[config.mk]
export PLATFORM = sky130hd
export DESIGN_NAME = seg7_frame_decoder
export DESIGN_NICKNAME = d
export VERILOG_FILES = /design/src/rtl/seg7_pkg.sv /design/src/rtl/seg7_digit_decode.sv /design/src/rtl/seg7_frame_decoder.sv
export SDC_FILE = /design/constraint.sdc
export NUM_CORES = 1
export LEC_CHECK = 0
export CAP_MARGIN = 20
export CORE_UTILIZATION = 25
export CTS_CLUSTER_DIAMETER = 120
export DETAILED_ROUTE_END_ITERATION = 8
export HOLD_SLACK_MARGIN = 0.05
export SKIP_CTS_REPAIR_TIMING = 1
export SLEW_MARGIN = 10
export SYNTH_ARGS = -nofsm -noshare
export SYNTH_HDL_FRONTEND = slang
export SYNTH_HIERARCHICAL = 1
export SYNTH_SLANG_ARGS = --single-unit
export TNS_END_PERCENT = 100
[constraint.sdc]
create_clock -name clk_in -period 8.8 [get_ports clk_in]
set_input_delay 1.76 -clock clk_in [delete_from_list [all_inputs] [get_ports clk_in]]
set_output_delay 1.76 -clock clk_in [all_outputs]
set_load 0.01 [all_outputs]
[src/rtl/seg7_pkg.sv]
// Shared constants, enums and helpers for the seven-segment frame decoder.
package seg7_pkg;

  localparam logic [6:0] SEG_0     = 7'h3F;
  localparam logic [6:0] SEG_1     = 7'h06;
  localparam logic [6:0] SEG_2     = 7'h5B;
  localparam logic [6:0] SEG_3     = 7'h4F;
  localparam logic [6:0] SEG_4     = 7'h66;
  localparam logic [6:0] SEG_5     = 7'h6D;
  localparam logic [6:0] SEG_6     = 7'h7D;
  localparam logic [6:0] SEG_7     = 7'h07;
  localparam logic [6:0] SEG_8     = 7'h7F;
  localparam logic [6:0] SEG_9     = 7'h6F;
  localparam logic [6:0] SEG_BLANK = 7'h00;

  typedef enum logic [1:0] {
    STEP_NONE = 2'b00,
    STEP_UP   = 2'b01,
    STEP_DOWN = 2'b10,
    STEP_JUMP = 2'b11
  } step_t;

  typedef enum logic [1:0] {
    StIdle,
    StSettle,
    StLocked
  } state_t;

  // {m10, m1, s10, s1} to seconds, truncated to 12 bits.
  function automatic logic [11:0] bcd_to_secs(input logic [15:0] bcd);
    logic [11:0] mins;
    mins = 12'(bcd[15:12]) * 12'd10 + 12'(bcd[11:8]);
    return mins * 12'd60 + 12'(bcd[7:4]) * 12'd10 + 12'(bcd[3:0]);
  endfunction

endpackage

[src/rtl/seg7_digit_decode.sv]
// Combinational seven-segment pattern to BCD decoder with illegal-pattern flag.
module seg7_digit_decode
  import seg7_pkg::*;
(
  input  logic [6:0] seg,
  output logic [3:0] bcd,
  output logic       illegal
);

  always_comb begin
    bcd     = 4'd0;
    illegal = 1'b0;
    case (seg)
      SEG_0:   bcd = 4'd0;
      SEG_1:   bcd = 4'd1;
      SEG_2:   bcd = 4'd2;
      SEG_3:   bcd = 4'd3;
      SEG_4:   bcd = 4'd4;
      SEG_5:   bcd = 4'd5;
      SEG_6:   bcd = 4'd6;
      SEG_7:   bcd = 4'd7;
      SEG_8:   bcd = 4'd8;
      SEG_9:   bcd = 4'd9;
      default: illegal = 1'b1;
    endcase
  end

endmodule

[src/rtl/seg7_frame_decoder.sv]
// Samples a four-digit segment bus, accepts stable frames, decodes them to BCD and
// classifies time steps, blanking, flashing and illegal digit patterns.
module seg7_frame_decoder
  import seg7_pkg::*;
#(
  parameter int unsigned STABLE_CYCLES = 4,
  parameter int unsigned FLASH_WINDOW  = 64
) (
  input  logic        clk_in,
  input  logic        RESET,
  input  logic [27:0] seg_in,
  output logic [15:0] bcd_out,
  output logic        bcd_valid,
  output logic [1:0]  step_out,
  output logic        range_err,
  output logic [3:0]  digit_err,
  output logic        blank_out,
  output logic        flashing,
  output logic [15:0] frame_count
);

  localparam int unsigned CntW = $clog2(STABLE_CYCLES);
  localparam int unsigned WinW = $clog2(FLASH_WINDOW);
  localparam logic [CntW-1:0] CntMax  = CntW'(STABLE_CYCLES - 1);
  localparam logic [WinW-1:0] WinLast = WinW'(FLASH_WINDOW - 1);

  logic [27:0]     s_q;
  logic [CntW-1:0] cnt_q, cnt_d;
  state_t          state_q, state_d;
  logic [WinW-1:0] win_q;
  logic [1:0]      tog_q, tog_sum;
  logic [11:0]     prev_secs_q, new_secs;
  logic            have_prev_q;
  logic            accept, is_blank, is_legal, good, toggle, win_end, range_d;
  logic [15:0]     dec_bcd;
  logic [3:0]      dec_ill;
  step_t           step_d;

  for (genvar i = 0; i < 4; i++) begin : g_digit
    seg7_digit_decode u_dec (
      .seg     (s_q[7*i +: 7]),
      .bcd     (dec_bcd[4*i +: 4]),
      .illegal (dec_ill[i])
    );
  end

  always_comb begin
    if (seg_in != s_q) begin
      cnt_d = '0;
    end else if (cnt_q == CntMax) begin
      cnt_d = cnt_q;
    end else begin
      cnt_d = cnt_q + CntW'(1);
    end
    state_d = state_q;
    accept  = 1'b0;
    unique case (state_q)
      StIdle:   state_d = StSettle;
      StSettle: begin
        // cnt_d only reaches its maximum when seg_in == s_q.
        if (cnt_d == CntMax) begin
          state_d = StLocked;
          accept  = 1'b1;
        end
      end
      StLocked: if (seg_in != s_q) state_d = StSettle;
      default:  state_d = StIdle;
    endcase
  end

  assign is_blank = (s_q == {4{SEG_BLANK}});
  assign is_legal = ~|dec_ill;
  assign good     = accept & ~is_blank & is_legal;
  assign new_secs = bcd_to_secs(dec_bcd);
  assign toggle   = accept & (is_blank != blank_out);
  assign win_end  = (win_q == WinLast);
  assign tog_sum  = (toggle && tog_q != 2'd3) ? tog_q + 2'd1 : tog_q;
  assign range_d  = (dec_bcd[15:12] == 4'd0) || (dec_bcd[15:12] > 4'd4) ||
                    (dec_bcd[7:4] > 4'd5);

  // Widened compares so 0 and 4095 are never treated as neighbours.
  always_comb begin
    step_d = STEP_JUMP;
    if (!have_prev_q) begin
      step_d = STEP_NONE;
    end else if ({1'b0, new_secs} == {1'b0, prev_secs_q} + 13'd1) begin
      step_d = STEP_UP;
    end else if ({1'b0, new_secs} + 13'd1 == {1'b0, prev_secs_q}) begin
      step_d = STEP_DOWN;
    end
  end

  always_ff @(posedge clk_in) begin
    if (RESET) begin
      s_q         <= '0;
      cnt_q       <= '0;
      state_q     <= StIdle;
      win_q       <= '0;
      tog_q       <= '0;
      prev_secs_q <= '0;
      have_prev_q <= 1'b0;
      bcd_out     <= '0;
      bcd_valid   <= 1'b0;
      step_out    <= STEP_NONE;
      range_err   <= 1'b0;
      digit_err   <= '0;
      blank_out   <= 1'b0;
      flashing    <= 1'b0;
      frame_count <= '0;
    end else begin
      s_q       <= seg_in;
      cnt_q     <= cnt_d;
      state_q   <= state_d;
      bcd_valid <= good;
      win_q     <= win_q + WinW'(1);
      if (win_end) begin
        flashing <= tog_sum[1];
        tog_q    <= '0;
      end else begin
        tog_q <= tog_sum;
      end
      if (accept) begin
        blank_out <= is_blank;
        if (is_blank) begin
          have_prev_q <= 1'b0;
        end else if (!is_legal) begin
          digit_err <= digit_err | dec_ill;
        end else begin
          bcd_out     <= dec_bcd;
          step_out    <= step_d;
          range_err   <= range_d;
          prev_secs_q <= new_secs;
          have_prev_q <= 1'b1;
          if (frame_count != 16'hFFFF) frame_count <= frame_count + 16'd1;
        end
      end
    end
  end

endmodule

==> results.sh <==
export IMPL_run_status="finished, final reports clean"
export IMPL_netlist_area_leader_share_pct=25.86
export IMPL_synth_enable_flop_cells=0
export IMPL_crit_fanout=11
export IMPL_syn_nets=906
export IMPL_grt_util_all_layers_pct=11.94
export IMPL_worst_slew_pin_slew_ns=0.9838
export IMPL_drv_slew=0
export IMPL_via_count=5897
export IMPL_die_height_um=172.6
export IMPL_p_per_area_nw_per_um2=112.8
export IMPL_synth_most_common_cell="nor2_1"
export IMPL_grt_max_degree=96
export IMPL_setup_viol=0
export IMPL_p_switching_uw=249.0
export IMPL_synthToLayoutAreaGrowth_pct=16.61
export IMPL_grt_pass1_vias=5556
export IMPL_clkPwrFrac_pct=42.3
export IMPL_finClkSkew_ns=0.006227
export IMPL_power_uw=957.1
export IMPL_antenna_found_initial=0
export IMPL_numPortBuffers=71
export IMPL_synth_cells=820
export IMPL_worstPathRequired_ns=9.05
export IMPL_synth_distinct_cells=87
export IMPL_cp_end_kind="register"
export IMPL_cts_tree="built"
export IMPL_cts_sink_count=94
export IMPL_p_sw_share_pct=26.01
export IMPL_cts_buffers=9
export IMPL_dr_first_iter_drc_count=341
export IMPL_relSlewSlack_pct=34.41
export IMPL_seq_area_frac_synth_pct=25.86
export IMPL_drive_above_1_share_pct=7.365
export IMPL_place_area_um2=8184
export IMPL_synthTopCellsByCount="96 x nor2_1, 94 x dfxtp_1, 70 x xnor2_1, 40 x ha_1, 38 x a21oi_1"
export IMPL_ys_warnings_count=6
export IMPL_synth_ff_type="dfxtp_1"
export IMPL_synthArstFlopShare_pct=0
export IMPL_rsz0062_at_grt="false"
export IMPL_fin_area_um2=8484
export IMPL_final_net_count=950
export IMPL_drv_cap=0
export IMPL_seqPwrFrac_pct=47.6
export IMPL_cts_root_buffer="clkbuf_16"
export IMPL_grt_ovfl_total=0
export IMPL_synth_seq_cells=94
export IMPL_route_detailed_wl_per_inst_um=13.96
export IMPL_peakVddDrop_v=0.00009123
export IMPL_top_level_ports=72
export IMPL_routed_wirelength_mm=17.50
export IMPL_syn_area_per_cell_um2=8.873
export IMPL_arrival_ns=7.23
export IMPL_antennaDiodeCount=0
export IMPL_r2r_slack_ns=1.82
export IMPL_fp_dieW_um=172.6
export IMPL_coreArea_um2=28700
export IMPL_clock_fmax_ghz=0.1433
export IMPL_clk_transition_reported_paths_ns=0.07
export IMPL_cp_start_kind="register"
export IMPL_drc=0
export IMPL_dr_pass1_iters=4
export IMPL_critPathKind="register to register"
export IMPL_grt_pass1_wl_mm=29.01
export IMPL_setup_tns_ns=0
export IMPL_die_area_um2=29790
export IMPL_drtAntennaViolNets=0
export IMPL_hp_class="register to register"
export IMPL_synth_area_um2=7276
export IMPL_cts_max_path_buffers=2
export IMPL_row_count=62
export IMPL_min_period_ns=6.979
export IMPL_synth_top_area_cell="dfxtp_1"
export IMPL_routabilityCongestion=0.8300
export IMPL_final_cells=1253
export IMPL_insertion_delay_ns=0.36
export IMPL_p_leak_uw=0.003003
export IMPL_initial_utilization_pct=25.35
export IMPL_combPwrFrac_pct=10.1
export IMPL_vias_per_cell=4.706
export IMPL_finalHoldViolCount=0
export IMPL_min_period_over_period_pct=79.31
export IMPL_synthTopCellsByArea="dfxtp_1 26%, xnor2_1 8.4%, ha_1 6.9%"
export IMPL_dp_hpwl_mm=13.63
export IMPL_cts_htree_levels=3
export IMPL_intPower_uw=708.2
export IMPL_place_inst=1237
-- stage by stage --
step,hold slack (ns),setup slack (ns),utilization [%]
floorplan,0.4176,2.644,-
global placement,0.4294,2.008,28.51
detailed placement,0.4437,1.852,28.51
CTS,0.4543,1.839,29.56
global route,0.4734,1.388,29.56
finish,0.4456,1.821,29.56
-- registers in the layout (all words and copies together) (netlist names), 4 cells and up --
register     flops
bcd_out         16
digit_err        4
frame_count     16
prev_secs_q     11
s_q             28
win_q            6
-- path summary, 6_finish.rpt --
| check | start | to | cells after the start |
|---|---|---|---|
| setup reg to reg | s_q[21] | step_out[0] | 22 |
| hold reg to reg | cnt_q[0] | cnt_q[0] | 1 |
| hold / removal | cnt_q[0] | cnt_q[0] | 1 |
| setup / recovery | s_q[21] | step_out[0] | 22 |
-- area by class of cell --
cell class	count	area, um^2
clock buffers	11	232.7
well taps	384	480.5
clock inverters	5	67.56
flip-flops and latches	94	1882
fillers	3084	20220
repair buffers	73	723.2
inverters	37	138.9
multi-input cells	649	4960
-- cell families (layout without fill, tap and decap cells) --
| family | count (synthesis) | count (layout) | synth area share [%] |
|---|---|---|---|
| buffers and inverters | 77 | 126 | 5.984 |
| multiplexers | 30 | 30 | 4.144 |
| flip-flops | 94 | 94 | 25.86 |
| AO/OA/AOI/OAI | 138 | 138 | 13.57 |
| XOR/XNOR | 95 | 95 | 13.05 |
| adder cells (fa/ha/maj) | 56 | 56 | 11.28 |
| AND/OR/NAND/NOR | 330 | 330 | 26.11 |
-- metal layers --
layer | global-route usage, % | vias up | wire length, um
li1 | - | 2996 | -
met1 | 16.12 | 2790 | 8599
met2 | 19.47 | 95 | 8028
met3 | 1.759 | 16 | 573
met4 | 3.795 | 0 | 295
met5 | 0 | - | 0
-- power groups by stage --
| stage | sequential, uW | combinational, uW | clock (uW) |
|---|---|---|---|
| finish | 456 | 96.7 | 405 |
| global route | 458 | 108 | 431 |
| CTS | 455 | 98.0 | 414 |
| detailed placement | 465 | 97.5 | 0 |
| global placement | 465 | 97.2 | 0 |
| floorplan | 453 | 83.9 | 0 |
-- worst max-delay path, stage by stage, from the launching register on --
cell	delay, ns
dfxtp_1	0.60
nand3_1	0.17
nor2_1	0.61
ha_1	0.37
ha_1	0.24
fa_1	0.53
xnor2_1	0.43
inv_1	0.17
fa_1	0.48
fa_1	0.54
inv_1	0.04
ha_1	0.35
xnor2_1	0.16
ha_1	0.36
nor3_1	0.06
o21a_1	0.14
a211oi_4	0.32
xnor2_1	0.22
xnor2_1	0.13
nor4_1	0.46
nand4bb_1	0.20
a21o_1	0.23
o311ai_1	0.07
-- cells in the final DEF (no fill, tap or decap), types with 27 or more instances in the layout --
master	instances
nand3_1	27
nand2_1	37
inv_1	37
nor2b_1	35
a21oi_1	38
ha_1	40
nor2_1	96
clkdlybuf4s50_1	70
xnor2_1	70
mux2i_1	29
dfxtp_1	94
No activity file was read; power rests on OpenSTA's default activity.
